**src/rtl/lcd_power_seq.sv**
```systemverilog
// lcd_power_seq: LCD panel power-up/power-down sequencer with frame-aligned sync enable/disable
// Ports: clk_lcd (clock), rst_n (async active-low reset), pwr_req (1 = panel wanted on),
//        frame_end (end-of-frame pulse), avdd (analog supply enable), lcd_rst (panel reset),
//        en_sync (sync generator enable), en (pixel data enable), pwr_ack (fully on),
//        busy (sequencing in progress), timeout_err (sticky frame_end wait timeout)
module lcd_power_seq #(
    parameter int CNT_W    = 16,
    parameter int T_AVDD   = 1000,
    parameter int T_RST    = 200,
    parameter int T_OFF    = 500,
    parameter int FRAME_TO = 60000
) (
    input  logic clk_lcd,
    input  logic rst_n,
    input  logic pwr_req,
    input  logic frame_end,
    output logic avdd,
    output logic lcd_rst,
    output logic en_sync,
    output logic en,
    output logic pwr_ack,
    output logic busy,
    output logic timeout_err
);
    typedef enum logic [2:0] {OFF, AVDD_UP, RST_REL, SYNC_ON, ON, DRAIN, PWR_DOWN} state_t;
    // Reload values are T-1 so a timed state lasts exactly T cycles; 0 behaves as 1
    localparam logic [CNT_W-1:0] LD_AVDD = CNT_W'((T_AVDD > 1) ? T_AVDD - 1 : 0);
    localparam logic [CNT_W-1:0] LD_RST  = CNT_W'((T_RST > 1) ? T_RST - 1 : 0);
    localparam logic [CNT_W-1:0] LD_OFF  = CNT_W'((T_OFF > 1) ? T_OFF - 1 : 0);
    localparam logic [CNT_W-1:0] LD_TO   = CNT_W'((FRAME_TO > 1) ? FRAME_TO - 1 : 0);
    state_t           state_q, state_d;
    logic [CNT_W-1:0] cnt_q, cnt_d;
    logic             err_q, err_d;
    logic             armed_q;
    logic             expired;
    // armed_q holds off any transition on the first edge after reset release
    always_ff @(posedge clk_lcd or negedge rst_n) begin
        if (!rst_n) begin
            state_q <= OFF;
            cnt_q   <= '0;
            err_q   <= 1'b0;
            armed_q <= 1'b0;
        end else begin
            state_q <= state_d;
            cnt_q   <= cnt_d;
            err_q   <= err_d;
            armed_q <= 1'b1;
        end
    end
    always_comb begin
        state_d = state_q;
        cnt_d   = (cnt_q != '0) ? cnt_q - CNT_W'(1) : cnt_q;
        err_d   = err_q;
        expired = cnt_q == '0;
        if (armed_q) begin
            case (state_q)
                OFF: if (pwr_req) begin
                    state_d = AVDD_UP;
                    cnt_d   = LD_AVDD;
                    err_d   = 1'b0;
                end
                AVDD_UP: if (!pwr_req) begin
                    state_d = PWR_DOWN;
                    cnt_d   = LD_OFF;
                end else if (expired) begin
                    state_d = RST_REL;
                    cnt_d   = LD_RST;
                end
                RST_REL: if (!pwr_req) begin
                    state_d = PWR_DOWN;
                    cnt_d   = LD_OFF;
                end else if (expired) begin
                    state_d = SYNC_ON;
                    cnt_d   = LD_TO;
                end
                // shutdown outranks a same-cycle frame_end or timeout
                SYNC_ON: if (!pwr_req) begin
                    state_d = DRAIN;
                    cnt_d   = LD_TO;
                end else if (frame_end) begin
                    state_d = ON;
                end else if (expired) begin
                    state_d = ON;
                    err_d   = 1'b1;
                end
                ON: if (!pwr_req) begin
                    state_d = DRAIN;
                    cnt_d   = LD_TO;
                end
                DRAIN: if (frame_end || expired) begin
                    state_d = PWR_DOWN;
                    cnt_d   = LD_OFF;
                    err_d   = err_q | !frame_end;
                end
                PWR_DOWN: if (expired) state_d = OFF;
                default: state_d = OFF;
            endcase
        end
    end
    always_comb begin
        avdd        = state_q != OFF;
        lcd_rst     = state_q == OFF || state_q == AVDD_UP;
        en_sync     = state_q == SYNC_ON || state_q == ON || state_q == DRAIN;
        en          = state_q == ON;
        pwr_ack     = state_q == ON;
        busy        = state_q != OFF && state_q != ON;
        timeout_err = err_q;
    end
endmodule

```
**config.mk**
```make
export PLATFORM = sky130hd
export DESIGN_NAME = lcd_power_seq
export DESIGN_NICKNAME = d
export VERILOG_FILES = /design/src/rtl/lcd_power_seq.sv
export SDC_FILE = /design/constraint.sdc
export NUM_CORES = 1
export LEC_CHECK = 0
export CAP_MARGIN = 20
export CORE_MARGIN = 2
export CORE_UTILIZATION = 26
export DETAILED_ROUTE_END_ITERATION = 10
export SYNTH_ARGS = -nofsm -noshare
export SYNTH_HDL_FRONTEND = slang
export SYNTH_SLANG_ARGS = --single-unit
```
**constraint.sdc**
```tcl
create_clock -name clk_lcd -period 4.2 [get_ports clk_lcd]
set_clock_uncertainty 0.1 [all_clocks]
set_input_delay 0.42 -clock clk_lcd [delete_from_list [all_inputs] [get_ports clk_lcd]]
set_output_delay 0.42 -clock clk_lcd [all_outputs]
set_load 0.02 [all_outputs]
```
* After elaboration in Yosys (flattened, before gate mapping)
Index checks and enable logic that the tools add are counted.
** Operators by class
- Equal/unequal tests :: 17
- Reduce and logical (&&, ||, !) cells :: 14
- Muxes and demuxes :: 28
- Add/sub/neg operators :: 1
- Bitwise operators :: 1
** Operators by type and width (number)
- 16-bit two-way mux :: 9
- 16-bit case mux with 5 select lines :: 1
- 3-bit two-way mux :: 11
- 3-bit case mux with 7 select lines :: 1
- 16-bit zero test :: 1
- 16-bit nonzero test :: 1
- 16-bit by 1-bit subtractor with 16-bit output (second input constant) :: 1
- 2-bit != test (second input constant) :: 7
- 3-bit == test (second input constant) :: 3
- 3-bit != test (second input constant) :: 3
- 8-bit AND reduction :: 1
- 7-bit AND reduction :: 1
- 3-bit by 2-bit == test with 1-bit output (second input constant) :: 2
- 3-bit nonzero test :: 2
- 1-bit two-way mux :: 5
- 1-bit logical OR :: 4
- 4-bit != test (second input constant) :: 1
- 3-bit by 1-bit == test with 1-bit output (second input constant) :: 1
- 3-bit zero test :: 1
- 1-bit case mux with 3 select lines :: 1
- 2-bit OR reduction :: 1
- 1-bit logical AND :: 1
- 1-bit zero test :: 1
- 1-bit OR :: 1
** Storage, ports and cells
- Register bits after elaboration :: 21
- Logic and storage cells :: 65
- Output and inout port bits :: 7
- Input bits :: 4

* Longest topological paths before layout
Gate-level depths: netlist of the first run.
- Word-level depth :: 6
- Gate-level depth with buffers :: 12
- Gate-level depth less buffers :: 11

* Worst setup path after synthesis of the first run
OpenSTA, ideal clock, no wires.
- Path kind :: register -> register
- Start point :: register cnt_q[0]
- End point :: register cnt_q[0]
- Buffers on the path :: 1
- Setup slack :: 1.935 ns
- Required time :: 4.034 ns
- Data arrival time :: 2.100 ns
- Setup time :: 0.066 ns
- Period minus slack after synthesis :: 2.265 ns
- Cell stages (with the launch flop) :: 13
- Cell sequence :: dfrtp_1 inv_1 ha_1 nor4b_2 and4_4 inv_4 buf_8 ha_1 o21ai_0 nand3_1 a221oi_1 o31ai_1 nand2_1
** Between the ends
- Cells in the longest elaborated chain, start to end :: 6
- Elaborated cells on any way between the ends :: 14
- Classes of those cells :: add/sub: 1; mux: 10; reduce/logical: 3
** Ends and longest elaborated chain
- start: declaration :: RTL line 32 : logic [CNT_W-1:0] cnt_q, cnt_d;
- start signal: assignment :: RTL line 45 : cnt_q <= cnt_d;
- 16-bit by 1-bit subtractor with 16-bit output or 16-bit nonzero test (tied branches) :: RTL line 52 : cnt_d = (cnt_q != '0) ? cnt_q - CNT_W'(1) : cnt_q;
- 16-bit two-way mux :: RTL line 52
- 16-bit two-way mux, on equally long branches :: RTL line 72, 65
- 16-bit two-way mux, on equally long branches :: RTL line 69, 62
- 16-bit case mux with 5 select lines :: RTL line 56 : case (state_q)
- 16-bit two-way mux (*) :: RTL line 55 : if (armed_q) begin
- via cnt_d[0] :: RTL line 32
Mark *: on every way through the listed nets, which the timed path passes. The rest lies on a longest branch.
A chain may end at the register's enable or synchronous reset.

* Final worst setup path of the first run
- Start point :: register state_q[0]
- End point :: output port pwr_ack
** Between the ends
- Cells in the longest elaborated chain, start to end :: 1
** Ends and longest elaborated chain
- start: declaration :: RTL line 31 : state_t state_q, state_d;
- start signal: assignment :: RTL line 44 : state_q <= state_d;
- 3-bit == test :: RTL line 105 : pwr_ack = state_q == ON;
- end: declaration :: RTL line 21 : output logic pwr_ack,
Every way passes these cells.

==> summary.md, run 1 <==
| Metric | Value |
|---|---|
| Synth top area share | `30.5%` |
| Most instantiated cells after synthesis | `dfrtp_1, nand2_1, nor2_1` |
| Worst min path class | `primary input to async pin` |
| Final core occ | `29.8%` |
| Hold_buf cts | `0` |
| Reg-to-reg critical path startpoint | `cnt_q[0]` |
| Synth cell types | `63` |
| Initial antenna violation count | `0` |
| Worst-path clk slew | `0.08 ns` |
| Vias per Instance | `5.43` |
| Sequential power share | `36.4%` |
| Synth warnings | `0` |
| RD Place Congestion | `0.836` |
| Largest net degree at the start of global routing | `26` |
| Syn_area_per_cell | `8.57 µm²` |
| Total Nets Final | `211` |
| Crit end category | `primary output` |
| Core box area | `6390 µm²` |
| Chip Width | `85.4 µm` |
| Final setup viols | `0` |
| Achievable Freq | `358 MHz` |
| CTS max path bufs | `2` |
| HPWL after detailed placement | `3040 µm` |
| Antenna Cells | `0` |
| CTS Buf Count | `3` |
| Worst EP required | `3.68 ns` |
| Post-DRT Antenna Nets | `0` |
| Leakage | `0.705 nW` |
| Post-Synthesis Net Count | `208` |
| Worst slew pin tran | `0.825 ns` |
| Psw | `0.000603 W` |
| R2R depth | `11` |
| Via count | `1519` |
| Hold Fails Final Rpt | `0` |
| Number of remaining DRC errors | `0` |
| Vias in the first global route | `1431` |
| Cell area after synthesis | `1720 µm²` |
| Setup TNS | `0 ns` |
| Share of layout cells above drive strength 1 | `12.3%` |
| Crit-path max FO | `25` |
| # port buffers | `10` |
| Multi-input logic area | `1080 µm²` |
| Post-synthesis cell count | `201` |
| Die Y-Extent | `85.4 µm` |
| Rel. slew slack | `45.0%` |
| Startpoint types | `register` |
| Initial core utilization | `27.0%` |
| CTS sink cnt | `21` |
| Final WL | `4230 µm` |
| Drt pass-1 iters | `4` |
| PD cells | `649 nW/µm²` |
| Outcome | `completed` |
| Post-synth EDFFs | `0` |
| Sw frac | `48.7%` |
| Biggest area consumer among synthesized cells | `dfrtp_1` |
| Row count | `29` |
| VDD IR max | `0.000270 V` |
| Clk Latency, worst-skew pair | `0.26 ns` |
| WP data arrival | `2.28 ns` |
| CTS H-Tree Depth | `1` |
| Buffer count from post-CTS setup fixing | `0` |
| Synth Flop Type | `dfrtp_1` |
| Grt ovf | `0` |
| FF-to-FF setup slack | `1.68 ns` |
| Gr usage total | `12.2%` |
| Final critical-path required period | `2.80 ns` |
| Comb pwr share | `52.7%` |
| Yosys reg bits | `21` |
| Synth async-reset ratio | `100%` |
| Sequential cell area fraction in the yosys report | `30.5%` |
| Routed WL per cell | `15.1 µm` |
| Reg-to-reg endpoint | `cnt_q[0]` |
| Final Cycle Share | `66.6%` |
| Area delta synth->final | `10.7%` |
| First-pass GRT wire length | `7260 µm` |
| Clock root buffer | `clkbuf_8` |
| I/O pin total | `11` |
| Slew Limit Fails | `0` |
| Die area | `7290 µm²` |
| Most common cell in the netlist | `dfrtp_1` |
| Cts repair resizes | `0` |
| Ranking of synthesized cells by area | `dfrtp_1, o21ai_0, nand2_1, nor2_1, xor2_1` |
| Iter 0 DRT Violations | `87` |
| Pint | `0.000634 W` |
| # fillers | `688` |
| CTS tree | `yes` |
| Critical path type | `register to primary output` |
| Max-cap violations | `0` |
| Register area | `526 µm²` |
| RSZ-0062 raised after global routing | `no` |
| Clock share of power | `10.9%` |
## sequential cells by signal (all words and copies together) (netlist names)
signal       flops
state_q          3
cnt_q           16
timeout_err      1
armed_q          1
## cell type report
class	instances	share of cell area, %
Clock buffer	3	2.17
Clock inverter	1	0.394
Inverter	9	1.90
Multi-Input combinational cell	158	56.9
Sequential cell	21	27.6
Tap cell	77	5.06
Timing Repair Buffer	11	6.04
## worst max-delay path: stages, from the launching register on
cell and delay [ns]:
dfrtp_1 0.69, nor2_2 0.39, inv_1 0.17, nor2_1 0.14, clkdlybuf4s50_1 0.62
## power groups by stage
stage	registers (W)	logic (W)	clock network, W
after floorplan	0.000350	0.000564	0
after global placement	0.000452	0.000644	0
after detailed placement	0.000450	0.000647	0
after CTS	0.000447	0.000651	0.000144
after global routing	0.000468	0.000728	0.000156
final	0.000450	0.000651	0.000135
## how the worst max path moves through the flow
| stage | start | to | slack (ns) |
|---|---|---|---|
| after floorplan | cnt_q[0] | cnt_q[0] | 1.93 |
| after global placement | pwr_req | cnt_q[3] | 1.64 |
| after detailed placement | pwr_req | cnt_q[14] | 1.63 |
| after CTS | state_q[0] | pwr_ack | 1.39 |
| after global routing | state_q[0] | pwr_ack | 1.25 |
| final | state_q[0] | pwr_ack | 1.40 |
## metrics by stage
stage	area [µm²]	setup slack, ns	power (W)	hold WS, ns	cells
finish	1910	1.40	0.00124	0.395	280
global route	1910	1.25	0.00135	0.433	280
CTS	1890	1.39	0.00124	0.469	279
detailed placement	1840	1.63	0.00110	0.439	275
global placement	1840	1.64	0.00110	0.438	275
floorplan	1720	1.93	0.000914	0.0244	201
## logic make-up after synthesis
kind of cell	after synthesis	share of synthesized area, %
buffers and inverters	22	6.54
adder cells (fa/ha/maj)	4	2.76
other	1	0.218
multiplexers	2	1.16
AND/OR/NAND/NOR	75	25.7
XOR/XNOR	9	4.58
AO/OA/AOI/OAI	67	28.6
flip-flops	21	30.5
## layer usage
layer	GRT usage (%)	part of all wire, %	up-vias
met5	0	0	-
met4	2.16	0.57	0
met3	2.04	3.6	2
met2	18.0	45	33
met1	18.6	50	734
li1	-	-	750
## layout by cell type (no fill, tap or decap), types with 6 or more instances in the layout
cell type and instances:
nand2_1 14, a21oi_1 10, nor3_1 7, dfrtp_1 21
o21ai_1 10, o21ai_0 13, inv_1 8, nor2_1 14
clkdlybuf4s50_1 10, xor2_1 6, nor2b_1 6, nand3_1 6
Power figures use the tool's default switching activity.
==> run 2: changes to the inputs <==
clock period = 2.7 ns   (was 4.2 ns; I/O delays follow)
==> summary.md, run 2 (synthesis gave the netlist of run 1 again) <==
| Metric | Value |
|---|---|
| Outcome | `completed (unchanged)` |
| Row count | `29 (unchanged)` |
| Buffer count from post-CTS setup fixing | `0 (unchanged)` |
| # fillers | `698 (was 688)` |
| I/O pin total | `11 (unchanged)` |
| Number of remaining DRC errors | `0 (unchanged)` |
| Critical-path top delay cell | `dfrtp_1 (unchanged)` |
| Most common cell on crit path | `ha_1` |
| Share of layout cells above drive strength 1 | `15.6% (was 12.3%)` |
| Clk Latency, worst-skew pair | `0.26 ns (about the same)` |
| Post-DRT Antenna Nets | `0 (unchanged)` |
| Initial antenna violation count | `0 (unchanged)` |
| Vias in the first global route | `1536 (was 1431)` |
| RD Place Congestion | `0.896 (was 0.836)` |
| Grt ovf | `0 (unchanged)` |
| Area delta synth->final | `13.6% (was 10.7%)` |
| Commonest cells after routing, fill and taps aside | `dfrtp_1, nor2_1, nand2_1 (unchanged)` |
| Critical path type | `register to register (was register to primary output)` |
| Worst slew pin tran | `0.666 ns (was 0.825 ns)` |
| Final setup viols | `0 (unchanged)` |
| PnR worst setup slack | `0.294 ns (was 1.40 ns)` |
| CTS sink cnt | `21 (unchanged)` |
| Final Cycle Share | `89.1%` |
| Cts repair resizes | `0 (unchanged)` |
| Rel. slew slack | `55.6% (was 45.0%)` |
| Pre-CTS setup slack | `0.322 ns (was 1.63 ns)` |
| Antenna Cells | `0 (unchanged)` |
| Largest registers | `cnt_q x16, state_q x3 (unchanged)` |
| Drt pass-1 iters | `4 (unchanged)` |
| Worst-path clk slew | `0.08 ns (about the same)` |
| Crit-path max FO | `13 (was 25)` |
| R2R depth | `11 (unchanged)` |
| DP Cell Count | `284 (was 275)` |
| Startpoint types | `register (unchanged)` |
| Largest Register | `cnt_q (unchanged)` |
| VDD IR max | `0.000515 V (was 0.000270 V)` |
| Crit-path cells | `inv_1 -> ha_1 -> nor4b_2 -> and4_4 -> inv_4 -> ha_1 -> o21ai_0 -> nand3_1 -> a221oi_1 -> o31ai_1 -> nand2_1 (was nor2_2 -> inv_1 -> nor2_1 -> clkdlybuf4s50_1)` |
| CTS tree | `yes (unchanged)` |
| Hold Fails Final Rpt | `0 (unchanged)` |
| First-pass GRT wire length | `7520 µm (was 7260 µm)` |
| RSZ-0062 raised after global routing | `no (unchanged)` |
| CP max stage delay | `0.39 ns (was 0.69 ns)` |
| Initial core utilization | `27.0% (unchanged)` |
| Max-cap violations | `0 (unchanged)` |
| Worst hold slack | `0.252 ns (was 0.395 ns)` |
| Final critical-path required period | `2.41 ns` |
| CTS H-Tree Depth | `1 (unchanged)` |
| Gr usage total | `12.8% (was 12.2%)` |
| Clock root buffer | `clkbuf_8 (unchanged)` |
| Crit end category | `register (was primary output)` |
| Routed WL per cell | `15.3 µm (was 15.1 µm)` |
| WP data arrival | `2.51 ns (was 2.28 ns)` |
| PD cells | `1010 nW/µm² (was 649 nW/µm²)` |
| Final WL | `4390 µm (was 4230 µm)` |
| Via count | `1555 (was 1519)` |
| HPWL after detailed placement | `3300 µm (was 3040 µm)` |
| Largest register FFs | `16 (unchanged)` |
| Design area | `1960 µm² (was 1910 µm²)` |
| Finished Layout Cells | `288 (was 280)` |
| Die Y-Extent | `85.4 µm (unchanged)` |
| Total Nets Final | `219 (was 211)` |
| Leading cell type in the layout, fill and taps excluded | `dfrtp_1 (unchanged)` |
| Largest net degree at the start of global routing | `23 (was 26)` |
| Worst min path class | `primary input to async pin (unchanged)` |
| Worst EP required | `2.81 ns (was 3.68 ns)` |
| Hold_buf cts | `0 (unchanged)` |
| Placed inst area | `1910 µm² (was 1840 µm²)` |
| CTS max path bufs | `2 (unchanged)` |
| # port buffers | `10 (unchanged)` |
| Slew Limit Fails | `0 (unchanged)` |
| CTS Buf Count | `3 (unchanged)` |
| Leakage | `0.744 nW (was 0.705 nW)` |
| Vias per Instance | `5.40 (was 5.43)` |
| Die area | `7290 µm² (unchanged)` |
| Iter 0 DRT Violations | `79 (was 87)` |
| Achievable Freq | `416 MHz` |
| Setup TNS | `0 ns (unchanged)` |
| Core box area | `6390 µm² (unchanged)` |
| Chip Width | `85.4 µm (unchanged)` |
## run 2: cell count changes in the layout (fill, tap and decap cells not counted), sizes merged
cell / change
buf: +8
clkinv: +1
clkinvlp: -1
## run 2: layout make-up
class,instances,area [µm²],area share (%)
clock buffers,3,41.3,2.11
clock inverters,1,5.00,0.256
inverters,9,36.3,1.86
multi-input cells,158,1080,55.4
flip-flops and latches,21,526,26.9
well taps,77,96.3,4.93
repair buffers,19,168,8.57
## run 2: critical path, delay by kind of cell (launching register included)
family,cells,cell delay [ns]
DFF,1,0.39
adders and majority gates,2,0.35
AOI/OAI and AO/OA,3,0.51
and+or+nand+nor,4,0.83
buffers and inverters,2,0.17
## run 2: final timing paths
check / startpoint / to / slack [ns]
hold / removal: rst_n / cnt_q[0] / 0.25
setup / recovery: cnt_q[0] / cnt_q[0] / 0.29
max in group asynchronous: rst_n / cnt_q[11] / 2.03
hold reg to reg: timeout_err / timeout_err / 0.43
setup reg to reg: cnt_q[0] / cnt_q[0] / 0.29
min in group clk_lcd: timeout_err / timeout_err / 0.43
## run 2: per-stage QoR
stage	util [%]	total power (W)
floorplan	-	0.00142
global placement	29.9	0.00176
detailed placement	29.9	0.00177
CTS	30.6	0.00199
global route	30.6	0.00214
finish	30.6	0.00198
## run 2: layer usage
layer	up-vias	wire length [µm]	GRT usage [%]
met4	0	55	3.90
li1	756	-	-
met5	-	0	0
met3	9	222	2.72
met1	744	2090	17.5
met2	46	2020	20.2
## run 2: report_power, final
group / total [W] / switching [W] / internal (W)
Combinational: 0.00113 / 0.000643 / 0.000488
Clock: 0.000210 / 0.000107 / 0.000103
Sequential: 0.000638 / 0.000202 / 0.000436
Total: 0.00198 / 0.000953 / 0.00103
